### src/rtl/cic_interpolator.sv
// CIC interpolator: comb chain at the low rate, zero-stuff by RATE, integrator chain at the high rate.
// Output is scaled by R^(N-1) so that DC gain is exactly one.
module cic_interpolator #(
   parameter int DATA_WIDTH = 16,
   parameter int N_STAGES   = 3,
   parameter int RATE       = 4
) (
   input  logic                         clk,
   input  logic                         rst,
   input  logic                         en,
   input  logic                         in_valid,
   input  logic signed [DATA_WIDTH-1:0] in_data,
   output logic                         in_ready,
   output logic signed [DATA_WIDTH-1:0] out_data,
   output logic                         out_valid,
   output logic                         underflow
);

   localparam int L     = (RATE > 1) ? $clog2(RATE) : 1;
   localparam int W     = DATA_WIDTH + N_STAGES * L;
   localparam int SHIFT = (N_STAGES - 1) * L;

   logic [L-1:0]                phase_q, phase_d;
   logic signed [W-1:0]         d_q [N_STAGES];
   logic signed [W-1:0]         d_d [N_STAGES];
   logic signed [W-1:0]         i_q [N_STAGES];
   logic signed [W-1:0]         i_d [N_STAGES];
   logic signed [W-1:0]         z_q, z_d;
   logic signed [DATA_WIDTH-1:0] out_data_q, out_data_d;
   logic                        out_valid_q, out_valid_d;
   logic                        underflow_q, underflow_d;

   logic                        slot;
   logic signed [W-1:0]         acc;
   logic signed [W-1:0]         shifted;

   assign slot      = en && (phase_q == '0);
   assign in_ready  = slot;
   assign out_data  = out_data_q;
   assign out_valid = out_valid_q;
   assign underflow = underflow_q;

   always_comb begin
      phase_d     = phase_q;
      z_d         = z_q;
      out_data_d  = out_data_q;
      out_valid_d = en;
      underflow_d = underflow_q;
      for (int k = 0; k < N_STAGES; k++) begin
         d_d[k] = d_q[k];
         i_d[k] = i_q[k];
      end

      // A missing sample in its slot is replaced by zero.
      acc     = in_valid ? {{(W-DATA_WIDTH){in_data[DATA_WIDTH-1]}}, in_data} : '0;
      shifted = i_q[N_STAGES-1] >>> SHIFT;

      if (en) begin
         phase_d = phase_q + 1'b1;
         z_d     = '0;
         if (slot) begin
            for (int k = 0; k < N_STAGES; k++) begin
               d_d[k] = acc;
               acc    = acc - d_q[k];
            end
            z_d = acc;
            if (!in_valid) begin
               underflow_d = 1'b1;
            end
         end
         // Each integrator uses the pre-update value of the previous stage.
         i_d[0] = i_q[0] + z_q;
         for (int k = 1; k < N_STAGES; k++) begin
            i_d[k] = i_q[k] + i_q[k-1];
         end
         out_data_d = shifted[DATA_WIDTH-1:0];
      end
   end

   always_ff @(posedge clk or posedge rst) begin
      if (rst) begin
         phase_q     <= '0;
         z_q         <= '0;
         out_data_q  <= '0;
         out_valid_q <= 1'b0;
         underflow_q <= 1'b0;
         for (int k = 0; k < N_STAGES; k++) begin
            d_q[k] <= '0;
            i_q[k] <= '0;
         end
      end else begin
         phase_q     <= phase_d;
         z_q         <= z_d;
         out_data_q  <= out_data_d;
         out_valid_q <= out_valid_d;
         underflow_q <= underflow_d;
         for (int k = 0; k < N_STAGES; k++) begin
            d_q[k] <= d_d[k];
            i_q[k] <= i_d[k];
         end
      end
   end

endmodule

### config.mk
export PLATFORM = sky130hd
export DESIGN_NAME = cic_interpolator
export DESIGN_NICKNAME = d
export VERILOG_FILES = /design/src/rtl/cic_interpolator.sv
export SDC_FILE = /design/constraint.sdc
export NUM_CORES = 1
export LEC_CHECK = 0
export BUFFER_PORTS_ARGS = -buffer_cell sky130_fd_sc_hd__buf_4
export CAP_MARGIN = 30
export CORE_MARGIN = 10
export CORE_UTILIZATION = 30
export CTS_CLUSTER_SIZE = 30
export DETAILED_ROUTE_END_ITERATION = 10
export HOLD_SLACK_MARGIN = 0.05
export PLACE_DENSITY = 0.56
export RECOVER_POWER = 50
export SLEW_MARGIN = 20
export SYNTH_ARGS = -nofsm -noshare
export SYNTH_HDL_FRONTEND = slang
export SYNTH_SLANG_ARGS = --single-unit
### constraint.sdc
create_clock -name clk -period 6.9 [get_ports clk]
set_input_delay 0.69 -clock clk [delete_from_list [all_inputs] [get_ports clk]]
set_output_delay 0.69 -clock clk [all_outputs]
set_load 0.03 [all_outputs]
# [Word-level counts from Yosys, hierarchy flattened]
# Cells that the tools add are included.
[totals] n_memories=0 mem_bits_ro=0 mem_bits_rw=0 reg_bits=174 latch_bits=0 word_cells=25
[op_classes] eq_ne=0 mux=2 n_reduce_logical=4 mul=0 n_addsub=7 bitwise=1 shifts=0 n_lt_le_gt_ge=0 n_div=0
[ops] operator="$add A22 B22 Y22" count=3
[ops] operator="$sub A22 B22 Y22" count=3
[ops] operator="$mux W22" count=2
[ops] operator="$reduce_and A3 Y1" count=1
[ops] operator="$add A2 B1 Y2 const B" count=1
[ops] operator="$logic_not A2 Y1" count=1
[ops] operator="$reduce_and A2 Y1" count=1
[ops] operator="$logic_and A1 B1 Y1" count=1
[ops] operator="$not A1 Y1" count=1

# [Logic depth before layout (Yosys ltp)]
# Gate-level depths: netlist (run 1).
[depth] depth_word=5 mapped_depth=29 ltp_nobuf=28

# [Worst setup path before layout (run 1)]
# No wires, ideal clock.
[synth_timing] path_type="input port to flip-flop" start="in in_valid" end="reg z_q[19]" setup_ns=0.139 n_path_buf=1 setup_slack_ns=0.970 t_required_ns=6.761 arrival_ns=5.791 path_stages=28 path_cell_list="clkbuf_1 nand2_1 ha_1 fa_1 nand3b_1 a211oi_1 o21ai_0 a21boi_0 o21ai_0 nor2b_1 xnor2_1 ha_1 a21o_1 a21oi_1 o21ai_0 a21oi_1 xnor2_1 ha_1 a21o_1 nor3_1 o21ai_0 a31oi_1 o21ai_0 a41oi_1 nor3b_1 a311oi_1 xnor2_1 o22ai_1"
[synth_between] elab_chain_len=5
[synth_rtl] element="start, declared" line="11" rtl="input logic in_valid,"
[synth_rtl] element="$mux W22" line="55" rtl="acc = in_valid ? {{(W-DATA_WIDTH){in_data[DATA_WIDTH-1]}}, in_data} : '0;"
[synth_rtl] element="$sub A22 B22 Y22 (3 in series)" line="64" rtl="acc = acc - d_q[k];"
[synth_rtl] element="$mux W22" line="61" rtl="if (slot) begin"
[synth_rtl] element="end signal, assigned" line="93" rtl="z_q <= z_d;"
[synth_rtl] element="end, declared" line="28" rtl="logic signed [W-1:0] z_q, z_d;"
# Every way passes these cells.
# A chain may end at the register's enable or synchronous reset.

# [Worst setup path in the final report (run 1)]
# Same ends and word-level chain as after synthesis.

==> summary.md, run 1 <==
| Metric | Value |
|---|---|
| Status | complete, but fails checks |
| Violated checks | capacitance limit, slew limit |
| Seq/Total Area, Yosys | 0.359 |
| Detail Placement HPWL | approximately 15000 µm |
| Drt via density | 4.78 |
| Synth Area in Adders | 0.141 |
| Crit start category | input pin |
| Post-Synth XOR/XNOR Area | 0.0661 |
| Setup TNS | 0 ns |
| Initial antenna violation count | 0 |
| Syn_nets | 1311 |
| CTS sink count | approximately 160 |
| Synthesized-area fraction occupied by ao, oa, aoi and oai cells | 0.191 |
| First-pass GRT wire length | between 30000 and 40000 µm |
| DRT iter0 DRCs | between 400 and 500 |
| Final Setup Violations | 0 |
| Ys async rst share | 1.00 |
| Routability congestion estimate | between 0.8 and 0.9 |
| Most common cell after layout, fill and taps aside | dfrtp_1 |
| Post-DRT Antenna Nets | 0 |
| Drt wl/cell | approximately 13 µm |
| Slew @ Worst Pin | about 3.6 ns |
| Max-cap violations | 3 |
| Seq cells post-synth | approximately 160 |
| Hold Path Depth | 1 |
| Top cells by area, synth | dfrtp_1 (36%), ha_1 (13%), mux2_2 (5.8%), xnor2_1 (4.8%), o21ai_0 (4.2%) |
| Slowest CP cell | fa_1 |
| Hold Vio Cnt, Final | 0 |
| CTS tree | done |
| GRT Util Overall | 0.0986 |
| Share of the synthesized area in the top cell type | 0.359 |
| Synth-to-layout area growth | 12.8% |
| CP Max Fanout | 19 |
| Worst-path clk slew | about 0.070 ns |
| Biggest area consumer among synthesized cells | dfrtp_1 |
| Worst Hold Class | register to register |
| Maximum buffer depth of the clock tree | 2 |
| IO Pins | 39 |
| WS Path Type | input pin to register |
| Largest family of logic cells by synthesized area | compound AO/OA/AOI/OAI gates |
| Length in cells of the worst reg-to-reg path | 26 |
| H-tree Lvls | 4 |
| Max incr delay on CP | between 0.4 and 0.5 ns |
| Root Driver | clkbuf_16 |
| Most frequent cells in the layout | dfrtp_1 (156), ha_1 (113), nand2_1 (98) |
| Critical Path RT | between 7 and 8 ns |
| Final Max Tran Viols | ~190 |
| Finished Core Util | 0.344 |
| Worst EP arrival | approximately 6.5 ns |
| Largest net degree at the start of global routing | 92 |
| Slew HR | -1.37 |
| N_diodes | 0 |
| Worst skew pair latency | approximately 0.43 ns |
| Syn avg cell area | approximately 9.3 µm² |
| GRT overflow | 0 |
| Fillcell total | about 3600 |
| TritonRoute pass-1 iters | 4 |
| Unrepaired setup endpoints after global routing | no |
| Fmax | 161 MHz |
| # rows | between 60 and 70 |
| # DRC | 0 |
| Die Wd | ~210 µm |
| Synth Cell Area | 10900 µm² |
| Minimum clock period | roughly 6.2 ns |
| Core area | 35700 µm² |
| CP endpoint kind | register |
| Synth Instances | 1172 |
| Routed WL | ~21000 µm |
| Share of layout cells above drive strength 1 | 0.119 |
| Period utilization | 0.900 |
| Vias post-DR | approximately 8000 |
| Final setup skew | between 0.01 and 0.015 ns |
| Starting Density | 0.305 |
| Top FF cell, synth | dfrtp_1 |
| DIE AREA | approximately 44000 µm² |
| Ys Warns | 0 |
| Final nets | 1344 |
| Synth Area in Simple Gates | 0.139 |
| Die Y | between 200 and 250 µm |
| Total CTS buffers | 17 |
| Vias in the first global route | between 8000 and 9000 |
| I/O Buffers | 38 |
| Post-synth EDFFs | 0 |
| Post-synth cell types | 67 |
| Mux cell area share after synthesis | 0.0608 |
==> cell type report <==
type | instances | area (µm²) | area share
timing repair buffer | 44 | 312 | 0.0254
inverter | 96 | 362 | 0.0295
sequential | 156 | 3900 | 0.318
multi-input combinational | 890 | 6500 | 0.530
clock inverter | 12 | 135 | 0.0110
clock buffer | 20 | 467 | 0.0381
tap | 461 | 577 | 0.0471
==> path summary, 6_finish.rpt <==
check	startpoint	endpoint	slack, ns
min in group asynchronous	rst	z_q[0]	0.58
max in group asynchronous	rst	i_q[17]	2.38
hold / removal	phase_q[0]	phase_q[0]	0.48
setup / recovery	in_valid	z_q[19]	0.69
hold reg to reg	phase_q[0]	phase_q[0]	0.48
setup reg to reg	d_q[44]	z_q[19]	0.82
==> synth_stat cells, types with 6 or more instances <==
cell / instances
dfrtp_1: 156
ha_1: 113
nand2_1: 98
inv_1: 96
o21ai_0: 92
a21oi_1: 83
nor2_1: 65
xnor2_1: 59
mux2_2: 56
a21o_1: 33
clkbuf_1: 27
nor3_1: 26
xor2_1: 23
nand2b_1: 20
nor2b_1: 20
nand3_1: 16
and2_1: 14
a22o_1: 13
a31oi_1: 11
o21a_1: 11
or3_1: 11
a211oi_1: 10
a31o_2: 7
and3_1: 7
fa_1: 6
nand4_1: 6
o31ai_1: 6
==> what timing repair did <==
action                     CTS  global route
hold buffers                 0             0
gates resized for setup      0             2
setup buffers                0             0
setup endpoints to repair    0             1
==> worst max-delay path: cells and delay by family <==
| kind | cells | cell delay, ns |
|---|---|---|
| xor gates and xnor gates | 3 | 0.54 |
| AOI/OAI and AO/OA | 15 | 3.25 |
| buffers and inverters | 1 | 0.18 |
| and+or+nand+nor | 5 | 0.54 |
| adders and majority gates | 4 | 1.27 |
==> registers in the layout (all words and copies together), names as in the netlist <==
signal,cells
d_q,56
z_q,20
out_data,16
phase_q,2
out_valid,1
i_q,60
underflow,1
==> routing by layer <==
| metal | track usage | up-vias | routed length [µm] |
|---|---|---|---|
| met5 | 0 | - | 0 |
| met1 | 0.128 | 3670 | 10700 |
| met2 | 0.158 | 79 | 9390 |
| met4 | 0.0320 | 0 | 312 |
| met3 | 0.0230 | 18 | 684 |
| li1 | - | 4253 | - |
==> cell families after synthesis <==
logic type	count (synthesis)
buffers and inverters	126
and+or+nand+nor	308
AOI/OAI and AO/OA	322
adders and majority gates	119
DFF	156
xor gates and xnor gates	82
muxes	59
==> stage by stage <==
stage,instance area [µm²],hold WS (ns),setup slack [ns],instances
after floorplan,10900,0.438,0.970,1172
after global placement,11700,0.452,0.477,1645
after detailed placement,11700,0.463,0.354,1645
after CTS,12300,0.431,0.706,1677
after global routing,12300,0.505,0.0260,1679
final,12300,0.478,0.693,1679
Power of run 1 is left out: the tool's default activity adds up to more than one toggle a clock period on the data nets, which glitch-free logic cannot reach.
==> run 2: changes to the inputs <==
--- a/config.mk
+++ b/config.mk
@@ -12,9 +12,10 @@
 export CTS_CLUSTER_SIZE = 30
 export DETAILED_ROUTE_END_ITERATION = 10
 export HOLD_SLACK_MARGIN = 0.05
-export PLACE_DENSITY = 0.56
+export PLACE_DENSITY = 0.43
 export RECOVER_POWER = 50
 export SLEW_MARGIN = 20
 export SYNTH_ARGS = -nofsm -noshare
 export SYNTH_HDL_FRONTEND = slang
 export SYNTH_SLANG_ARGS = --single-unit
+export TNS_END_PERCENT = 30
==> run 2 against run 1 <==
  * The flow still finishes with violations (capacitance limit, slew limit)
  * Hold slack got worse by 0.0097 ns
  * Setup slack improved by 0.0041 ns
  * Register-to-register slack barely moved
  * Fmax is essentially flat
  * Flip-flop and latch count is the same
  * Sequential share of layout area barely moved
  * Utilization about the same
  * Critical endpoint unchanged
==> summary.md, run 2 (synthesized netlist as in run 1, its figures left out) <==
| Metric | Value |
|---|---|
| Status | complete, but fails checks |
| Violated checks | capacitance limit, slew limit |
| Core area | 35700 µm² (unchanged) |
| Root Driver | clkbuf_16 |
| Reg with most FFs | i_q |
| H-tree Lvls | 4 (unchanged) |
| Fmax | 161 MHz (about the same) |
| # DRC | 0 (unchanged) |
| Routability congestion estimate | 0.810 (-3.7%) |
| CTS sink count | 156 (unchanged) |
| Final setup skew | 0.0103 ns (-0.00267 ns) |
| Period utilization | 0.899 (about the same) |
| Die Wd | 210 µm (unchanged) |
| Slew @ Worst Pin | 2.77 ns (-0.790 ns) |
| Area after DPL | 11700 µm² (about the same) |
| Vias post-DR | 8009 (-0.14%) |
| Die Y | 210 µm (unchanged) |
| Largest net degree at the start of global routing | 91 (-1.1%) |
| Most common cell after layout, fill and taps aside | dfrtp_1 |
| Final Setup Violations | 0 (unchanged) |
| Biggest regs | i_q (60), d_q (56), z_q (20) |
| Post-route cell area | 12300 µm² (about the same) |
| Routed WL | 22200 µm (+5.0%) |
| Final nets | 1345 (+0.074%) |
| # rows | 69 (unchanged) |
| Worst-path clk slew | 0.06 ns (about the same) |
| Vias in the first global route | 8121 (+1.4%) |
| Critical Path RT | 7.17 ns (about the same) |
| Most frequent cells in the layout | dfrtp_1 (156), ha_1 (113), nand2_1 (98) |
| GRT Util Overall | 0.105 (+0.00645) |
| Hold_sp | phase_q[0] |
| Hold Vio Cnt, Final | 0 (unchanged) |
| Worst Hold Class | register to register |
| Critical R2R Launch | d_q[44] |
| DIE AREA | 44300 µm² (unchanged) |
| Max-cap violations | 4 (+1) |
| Synth-to-layout area growth | 12.7% (about the same) |
| First-pass GRT wire length | 39300 µm (+5.1%) |
| TritonRoute pass-1 iters | 4 (unchanged) |
| Max reg flops | 60 (unchanged) |
| Slew HR | -0.848 (+0.527) |
| CP Max Fanout | 19 (unchanged) |
| WS Path Type | input pin to register |
| Unrepaired setup endpoints after global routing | no |
| Initial antenna violation count | 0 (unchanged) |
| Maximum buffer depth of the clock tree | 2 (unchanged) |
| Starting Density | 0.305 (unchanged) |
| Minimum clock period | 6.20 ns (-0.00409 ns) |
| Detail Placement HPWL | 16000 µm (+6.6%) |
| I/O Buffers | 38 (unchanged) |
| IO Pins | 39 (unchanged) |
| Total CTS buffers | 17 (unchanged) |
| Share of layout cells above drive strength 1 | 0.121 (+0.00154) |
| Post-DRT Antenna Nets | 0 (unchanged) |
| CTS tree | done |
| Worst EP arrival | 6.47 ns (about the same) |
| N_diodes | 0 (unchanged) |
| Drt wl/cell | 13.2 µm (+5.0%) |
| CP endpoint kind | register |
| Final Max Tran Viols | 163 (-15%) |
| Drt via density | 4.77 (-0.20%) |
| GRT overflow | 0 (unchanged) |
| Setup TNS | 0 ns (unchanged) |
| Crit start category | input pin |
| DRT iter0 DRCs | 365 (-11%) |
| Worst skew pair latency | 0.43 ns (about the same) |
| Critical path startpoint | in_valid |
[run 2: final timing paths]
check	end	slack, ns	depth (start not counted)
worst max-delay path	z_q[19]	0.70	28
worst min-delay path	phase_q[0]	0.47	1
worst max register to register	z_q[19]	0.83	26
worst min register to register	phase_q[0]	0.47	1
max in group asynchronous	i_q[57]	2.03	4
min in group asynchronous	d_q[46]	0.83	2
[run 2: repair_timing]
action | 4_1_cts | 5_1_grt
hold buffers | 0 | 0
gates resized for setup | 0 | 1
setup endpoints to repair | 0 | 1
setup buffers | 0 | 0
[run 2: area by class of cell]
| type | count | area, µm² |
|---|---|---|
| well taps | 461 | 577 |
| multi-input cells | 890 | 6500 |
| inverters | 96 | 362 |
| clock buffers | 18 | 429 |
| repair buffers | 45 | 327 |
| flip-flops and latches | 156 | 3900 |
| fillers | 3656 | 23400 |
| clock inverters | 14 | 160 |
[run 2: routing by layer]
metal | vias up | part of all wire | track usage
li1 | 4261 | - | -
met1 | 3650 | 0.51 | 0.135
met2 | 78 | 0.46 | 0.174
met3 | 20 | 0.024 | 0.0215
met4 | 0 | 0.013 | 0.0325
met5 | - | 0 | 0
[run 2: stage by stage]
stage	worst slack, ns	hold slack, ns	cells	util
after floorplan	0.970	0.438	1172	-
after global placement	0.372	0.452	1646	0.327
after detailed placement	0.179	0.458	1646	0.327
after CTS	0.615	0.469	1678	0.344
after global routing	0.0507	0.494	1680	0.344
final	0.697	0.468	1680	0.344
[run 2: critical path: stages]
cell and delay, ns:
buf_4 0.18, nand2_1 0.09, ha_1 0.21, fa_1 0.40
nand3b_1 0.20, a211oi_1 0.30, o21ai_0 0.15, a21boi_0 0.26
o21ai_0 0.13, a21oi_1 0.35, a31oi_1 0.16, xnor2_1 0.21
ha_1 0.32, a21oi_1 0.23, o22ai_1 0.11, a311o_1 0.34
a21o_1 0.22, a21o_1 0.18, a21oi_1 0.18, xnor2_1 0.17
ha_1 0.32, nand2_1 0.11, nand2_1 0.05, a41oi_1 0.27
nor3b_1 0.10, a311oi_1 0.30, xnor2_1 0.15, o22ai_1 0.08
Power of run 2 is left out for the same reason.
